**config.mk**
```make
export PLATFORM = sky130hd
export DESIGN_NAME = riscv_next_ret_table_ctrl
export DESIGN_NICKNAME = d
export VERILOG_FILES = /design/src/rtl/riscv_next_ret_table_ctrl.sv
export SDC_FILE = /design/constraint.sdc
export NUM_CORES = 1
export LEC_CHECK = 0
export BUFFER_PORTS_ARGS = -buffer_cell sky130_fd_sc_hd__buf_2
export CORE_MARGIN = 10
export CORE_UTILIZATION = 42
export DETAILED_ROUTE_END_ITERATION = 6
export GPL_TIMING_DRIVEN = 0
export MAX_ROUTING_LAYER = met4
export PLACE_DENSITY = 0.8
export SLEW_MARGIN = 0
export SYNTH_ARGS = -nofsm -noshare
export SYNTH_HDL_FRONTEND = slang
export SYNTH_SLANG_ARGS = --single-unit
export TNS_END_PERCENT = 20
```
**constraint.sdc**
```tcl
create_clock -name clk -period 4.3 [get_ports clk]
set_input_delay 0.645 -clock clk [delete_from_list [all_inputs] [get_ports clk]]
set_output_delay 0.645 -clock clk [all_outputs]
set_load 0.01 [all_outputs]
```
**src/rtl/riscv_next_ret_table_ctrl.sv**
```systemverilog
// Write-port sequencer for the return-hit table: arbitrates fetch/execute pushes
// with fetch starvation protection and runs a one-entry-per-cycle invalidate sweep.
module riscv_next_ret_table_ctrl #(
   parameter int ADDR_WIDTH   = 64,
   parameter int INDEX_WIDTH  = 3,
   parameter int STARVE_LIMIT = 3
) (
   input  logic                  clk,
   input  logic                  nreset,
   input  logic                  enable,
   input  logic                  i_stall,
   input  logic                  i_fe_req,
   input  logic [ADDR_WIDTH-1:0] i_fe_addr,
   output logic                  o_fe_ack,
   input  logic                  i_ex_req,
   input  logic [ADDR_WIDTH-1:0] i_ex_addr,
   output logic                  o_ex_ack,
   input  logic                  i_flush,
   output logic                  o_flush_busy,
   output logic                  o_tbl_wr_en,
   output logic [ADDR_WIDTH-1:0] o_tbl_wr_addr,
   output logic                  o_tbl_wr_valid
);

   localparam logic [0:0] ST_IDLE  = 1'b0;
   localparam logic [0:0] ST_SWEEP = 1'b1;
   localparam logic [INDEX_WIDTH-1:0] LAST_INDEX = '1;
   localparam logic [3:0] STARVE_MAX = 4'(STARVE_LIMIT);

   logic [0:0]             state_reg;
   logic [INDEX_WIDTH-1:0] index_reg;
   logic [3:0]             starve_reg;
   logic                   frozen;
   logic                   arb_ok;
   logic                   fe_win;
   logic                   ex_win;

   always_comb begin
      frozen = !enable || i_stall;
      // Grants only in an unfrozen IDLE cycle that is not starting a sweep.
      arb_ok = nreset && !frozen && (state_reg == ST_IDLE) && !i_flush;
      fe_win = 1'b0;
      ex_win = 1'b0;
      if (arb_ok) begin
         if (i_fe_req && i_ex_req) begin
            if (starve_reg >= STARVE_MAX)
               fe_win = 1'b1;
            else
               ex_win = 1'b1;
         end else if (i_fe_req) begin
            fe_win = 1'b1;
         end else if (i_ex_req) begin
            ex_win = 1'b1;
         end
      end
   end

   assign o_fe_ack     = fe_win;
   assign o_ex_ack     = ex_win;
   assign o_flush_busy = state_reg;

   always_ff @(posedge clk) begin
      if (!nreset) begin
         state_reg      <= ST_IDLE;
         index_reg      <= '0;
         starve_reg     <= '0;
         o_tbl_wr_en    <= 1'b0;
         o_tbl_wr_addr  <= '0;
         o_tbl_wr_valid <= 1'b0;
      end else begin
         o_tbl_wr_en <= 1'b0;
         if (!frozen) begin
            if (state_reg == ST_SWEEP) begin
               // The current entry is invalidated even when a restart arrives.
               o_tbl_wr_en    <= 1'b1;
               o_tbl_wr_valid <= 1'b0;
               o_tbl_wr_addr  <= {{(ADDR_WIDTH-INDEX_WIDTH){1'b0}}, index_reg};
               if (i_flush) begin
                  index_reg <= '0;
               end else begin
                  index_reg <= index_reg + 1'b1;
                  if (index_reg == LAST_INDEX)
                     state_reg <= ST_IDLE;
               end
            end else if (i_flush) begin
               state_reg <= ST_SWEEP;
               index_reg <= '0;
            end else if (fe_win) begin
               o_tbl_wr_en    <= 1'b1;
               o_tbl_wr_valid <= 1'b1;
               o_tbl_wr_addr  <= i_fe_addr;
               starve_reg     <= '0;
            end else if (ex_win) begin
               o_tbl_wr_en    <= 1'b1;
               o_tbl_wr_valid <= 1'b1;
               o_tbl_wr_addr  <= i_ex_addr;
               if (i_fe_req)
                  starve_reg <= starve_reg + 1'b1;
            end
         end
      end
   end

endmodule
```
# Word-level counts from Yosys, hierarchy flattened
# Cells that the tools add are included.
[totals] elab_cells=62 ff_bits=74 in_bits=135
[op_classes] order_cmp=1 add_sub_neg=2 bitwise_logic=4 mux=31 eq_ne=2 reduce_logical=16
[ops] cell="64-bit 2-to-1 mux" n=4
[ops] cell="1-bit 2-to-1 mux" n=21
[ops] cell="4-bit 2-to-1 mux" n=3
[ops] cell="3-bit 2-to-1 mux" n=3
[ops] cell="2-bit nonzero test" n=3
[ops] cell="5-bit AND reduction" n=1
[ops] cell="4-bit by 1-bit adder with 4-bit output (second input constant)" n=1
[ops] cell="4-bit by 2-bit greater-or-equal comparator with 1-bit output (second input constant)" n=1
[ops] cell="1-bit logical AND" n=4
[ops] cell="1-bit inverter" n=4
[ops] cell="3-bit by 1-bit adder with 3-bit output (second input constant)" n=1
[ops] cell="3-bit equality test (second input constant)" n=1
[ops] cell="1-bit logical NOT" n=3
[ops] cell="3-bit AND reduction" n=1
[ops] cell="3-bit nonzero test" n=1
[ops] cell="2-bit by 1-bit inequality test with 1-bit output (second input constant)" n=1
[ops] cell="2-bit AND reduction" n=1
[ops] cell="2-bit OR reduction" n=1
[ops] cell="1-bit logical OR" n=1

# Logic depth before layout (Yosys ltp)
[depth] depth_word=11 depth_mapped=7 mapped_depth_nobuf=5

# Worst setup path after synthesis
# OpenSTA, ideal clock, no wires.
[synth_timing] path_kind="input to output" start="input i_fe_req" end="output o_ex_ack" cell_stages=5 arrival_ps=1493 required_time_ps=3655 n_path_buf=2 path_slack_ps=2162 cell_sequence="o31ai_1 and2_1 buf_2 clkbuf_1 nor2b_1"
[synth_via] elab_chain_len=3 word_cells_on_any_way=4 classes_between="mux: 3; reduce/logical: 1"
[synth_rtl] item="from (decl)" line_no="12" rtl="input logic i_fe_req,"
[synth_rtl] item="1-bit 2-to-1 mux or 1-bit logical AND (tied branches)" line_no="50, 45"
[synth_rtl] item="1-bit 2-to-1 mux *" line_no="45" rtl="if (i_fe_req && i_ex_req) begin"
[synth_rtl] item="1-bit 2-to-1 mux *" line_no="44" rtl="if (arb_ok) begin"
[synth_rtl] item="to (decl)" line_no="17" rtl="output logic o_ex_ack,"
# Every way passes the cells marked *; elsewhere a longest branch is shown, timed or not.

# Worst setup path in the final report
[layout_timing] start="register starve_reg[0]" end="output o_ex_ack"
[layout_via] elab_chain_len=4
[layout_rtl] item="from (decl)" line_no="32" rtl="logic [3:0] starve_reg;"
[layout_rtl] item="from (signal assigned)" line_no="98" rtl="starve_reg <= starve_reg + 1'b1;"
[layout_rtl] item="4-bit by 2-bit greater-or-equal comparator with 1-bit output" line_no="46" rtl="if (starve_reg >= STARVE_MAX)"
[layout_rtl] item="1-bit 2-to-1 mux" line_no="46"
[layout_rtl] item="1-bit 2-to-1 mux" line_no="45"
[layout_rtl] item="1-bit 2-to-1 mux" line_no="44"
# No other way between the ends.

==> impl_results.md <==
* Avg Cell Area, Syn at 10.8 µm²
* Type of origin of the critical path: flip-flop
* Worst hold path class: reg -> reg
* Die height at 106 µm
* Die footprint at 11,200 µm²
* Number of failing hold endpoints at the final stage at 0
* Largest net degree at the start of global routing at 14
* Average wire per standard cell at 17.5 µm
* Iter 0 DRT Violations at 128
* Vias per cell at 5.28
* R2r startpoint: starve_reg[0]
* Netlist cell types at 34
* Post-CTS Resized at 0
* Root Buffer: clkbuf_8
* Unrepaired setup endpoints after global routing: false
* H-tree depth at 3
* Outcome: finished clean
* Worst Skew at 0.0117 ns
* Crit Path Max Fanout at 10
* GRT Overall Usage at 18.3%
* R2R setup slack at 2.33 ns
* Reg2Reg Capture Point: o_tbl_wr_addr[32]
* Worst setup endpoint: o_ex_ack
* Max Fclk at 358 MHz
* Post-Place Worst Slack at 1.72 ns
* Setup Fix Bufs, Post-CTS at 0
* Share of cells above drive strength 1 at 48.1%
* Power Density at 331 nW/µm²
* Crit path arrival time at 2.15 ns
* Final setup margin at 1.50 ns
* CTS Sinks at 74
* Crit path from: starve_reg[0]
* CP Capture Type: output port
* Max Cap Viol at 0
* WL final at 10,600 µm
* Initial Util at 42.8%
* Slew Limit Fails at 0
* Port bufs at 203
* Hold Buf Count CTS at 0
* Die extent in x at 106 µm
* Number of remaining DRC errors at 0
* Cell area after synthesis at 3090 µm²
* #FFs+latches synth at 74
* Reg clk slew, reported paths at 0.07 ns
* Synthesized netlist net count at 424
* Nets at 638
* Max rail drop VDD at 0.201 mV
* Slew HR at 69.4%
* Initial antenna violation count at 0
* Num ports at 204
* Warnings from Yosys at 0
* Post-route minimum period at 2.80 ns
* Via count at 3,191
* Setup TNS at 0 ns
* Worst Reg-to-Reg Cells at 7
* RD Place Congestion at 0.880
* # rows at 31
* Fin crit share at 65.0%
* Worst skew pair latency at 0.34 ns
* Max reg flops at 64
* Post-route design area at 4430 µm²
* Data required time of the worst path at 3.65 ns
* Worst Hold Slack at 0.461 ns
* CTS Buf Count at 9
* Register area share after synthesis at 48.0%
* First-pass GRT wire length at 16,600 µm
* Post-Syn Instances at 286
* Worst Path Class, Setup: reg -> out
* First drt pass iteration count at 5
* Worst-Margin Slew at 0.459 ns
* GRT overflow at 0
* Layout area overhead at 43.5%
* Ant. Diodes at 0
* Core area at 7210 µm²
* CTS tree: built
* Leakage power at 2.10 nW
* Final setup viols at 0
* Post-DP HPWL at 8430 µm
* ANT nets after route at 0
* Vias in the first global route at 3,357
* Cell Area, Placed at 4230 µm²
* CTS Buffer Depth at 2
==> routing by layer <==
metal | vias up | track usage (%) | routed length (µm)
met2 | 134 | 29.4 | 5110
met1 | 1483 | 21.5 | 4550
met4 | 0 | 6.38 | 187
met5 | - | - | 0
li1 | 1555 | - | -
met3 | 19 | 5.18 | 712
==> synthesized netlist by cell type <==
library cell / instances / area share [%]
nor2_1: 9 / 1.1
nor2b_1: 7 / 1.4
buf_8: 6 / 2.9
nand3_1: 3 / 0.49
a32o_1: 2 / 0.65
o2bb2ai_1: 62 / 18
or4b_4: 1 / 0.45
and2_4: 1 / 0.28
a22oi_2: 1 / 0.41
and2_1: 2 / 0.41
nand2_1: 5 / 0.61
nor4b_2: 1 / 0.49
a21oi_1: 2 / 0.32
o21ai_0: 1 / 0.16
mux2_2: 1 / 0.36
and3_2: 1 / 0.24
or3_2: 2 / 0.49
nand4_1: 1 / 0.20
ha_1: 3 / 1.2
nor3_1: 1 / 0.16
o211a_1: 1 / 0.32
inv_1: 2 / 0.24
o21a_1: 1 / 0.24
buf_6: 1 / 0.36
buf_2: 8 / 1.3
a22oi_1: 63 / 15
o21ba_2: 1 / 0.32
clkbuf_1: 14 / 1.7
nand2b_1: 3 / 0.61
nand3b_1: 1 / 0.24
mux2i_1: 2 / 0.65
a21boi_0: 2 / 0.49
dfxtp_1: 74 / 48
o31ai_1: 1 / 0.24
==> how the worst min path moves through the flow <==
| stage | end | cells past startpoint | slack [ns] | start |
|---|---|---|---|---|
| floorplan | starve_reg[1] | 2 | 0.46 | starve_reg[1] |
| global placement | o_tbl_wr_addr[56] | 1 | 0.44 | o_tbl_wr_addr[56] |
| detailed placement | o_tbl_wr_addr[29] | 1 | 0.44 | o_tbl_wr_addr[29] |
| CTS | o_tbl_wr_addr[33] | 1 | 0.46 | o_tbl_wr_addr[33] |
| global route | o_tbl_wr_addr[6] | 1 | 0.48 | o_tbl_wr_addr[6] |
| finish | o_tbl_wr_addr[63] | 1 | 0.46 | o_tbl_wr_addr[63] |
==> layout make-up <==
| cell class | count | area (µm²) |
|---|---|---|
| fill | 638 | 2780 |
| sequential | 74 | 1480 |
| clock inverter | 6 | 66.3 |
| multi-input combinational | 181 | 1400 |
| buffer | 29 | 194 |
| timing repair buffer | 203 | 1020 |
| clock buffer | 10 | 138 |
| tap | 99 | 124 |
| inverter | 2 | 7.51 |
==> cells in the final DEF (no fill, tap or decap), types with 2 or more instances in the layout <==
| cell type | netlist | routed |
|---|---|---|
| or3_2 | 2 | 2 |
| a32o_1 | 2 | 2 |
| buf_8 | 6 | 6 |
| nor2_1 | 9 | 9 |
| buf_2 | 8 | 211 |
| nand3_1 | 3 | 3 |
| dfxtp_1 | 74 | 74 |
| mux2i_1 | 2 | 2 |
| nand2_1 | 5 | 5 |
| a22oi_1 | 63 | 63 |
| inv_1 | 2 | 2 |
| clkbuf_8 | 0 | 10 |
| clkbuf_1 | 14 | 14 |
| and2_1 | 2 | 2 |
| a21oi_1 | 2 | 2 |
| ha_1 | 3 | 3 |
| nor2b_1 | 7 | 7 |
| clkinvlp_4 | 0 | 3 |
| nand2b_1 | 3 | 3 |
| a21boi_0 | 2 | 2 |
| o2bb2ai_1 | 62 | 62 |
==> per-stage QoR <==
| step | cells | util [%] | power [mW] |
|---|---|---|---|
| floorplan | 286 | - | 0.833 |
| global placement | 588 | 58.6 | 0.935 |
| detailed placement | 588 | 58.6 | 0.940 |
| CTS | 604 | 61.4 | 1.48 |
| global route | 604 | 61.4 | 1.53 |
| finish | 604 | 61.4 | 1.47 |
==> critical path, stage by stage (launching register included) <==
cell	delay, ns
dfxtp_1	0.34
ha_1	0.22
o31ai_1	0.19
and2_1	0.14
buf_2	0.22
clkbuf_1	0.36
nor2b_1	0.19
buf_2	0.16
==> logic make-up after synthesis <==
logic type / synth area share, %
AOI/OAI and AO/OA: 36.1
DFF: 48.0
and+or+nand+nor: 7.17
buffers and inverters: 6.53
muxes: 1.01
adders and majority gates: 1.22
==> power breakdown <==
part | internal, mW | switching (mW)
Clock | 0.284 | 0.259
Combinational | 0.106 | 0.104
Sequential | 0.704 | 0.00968
Total | 1.09 | 0.372
Note: power is estimated with default switching activity, not from simulation.
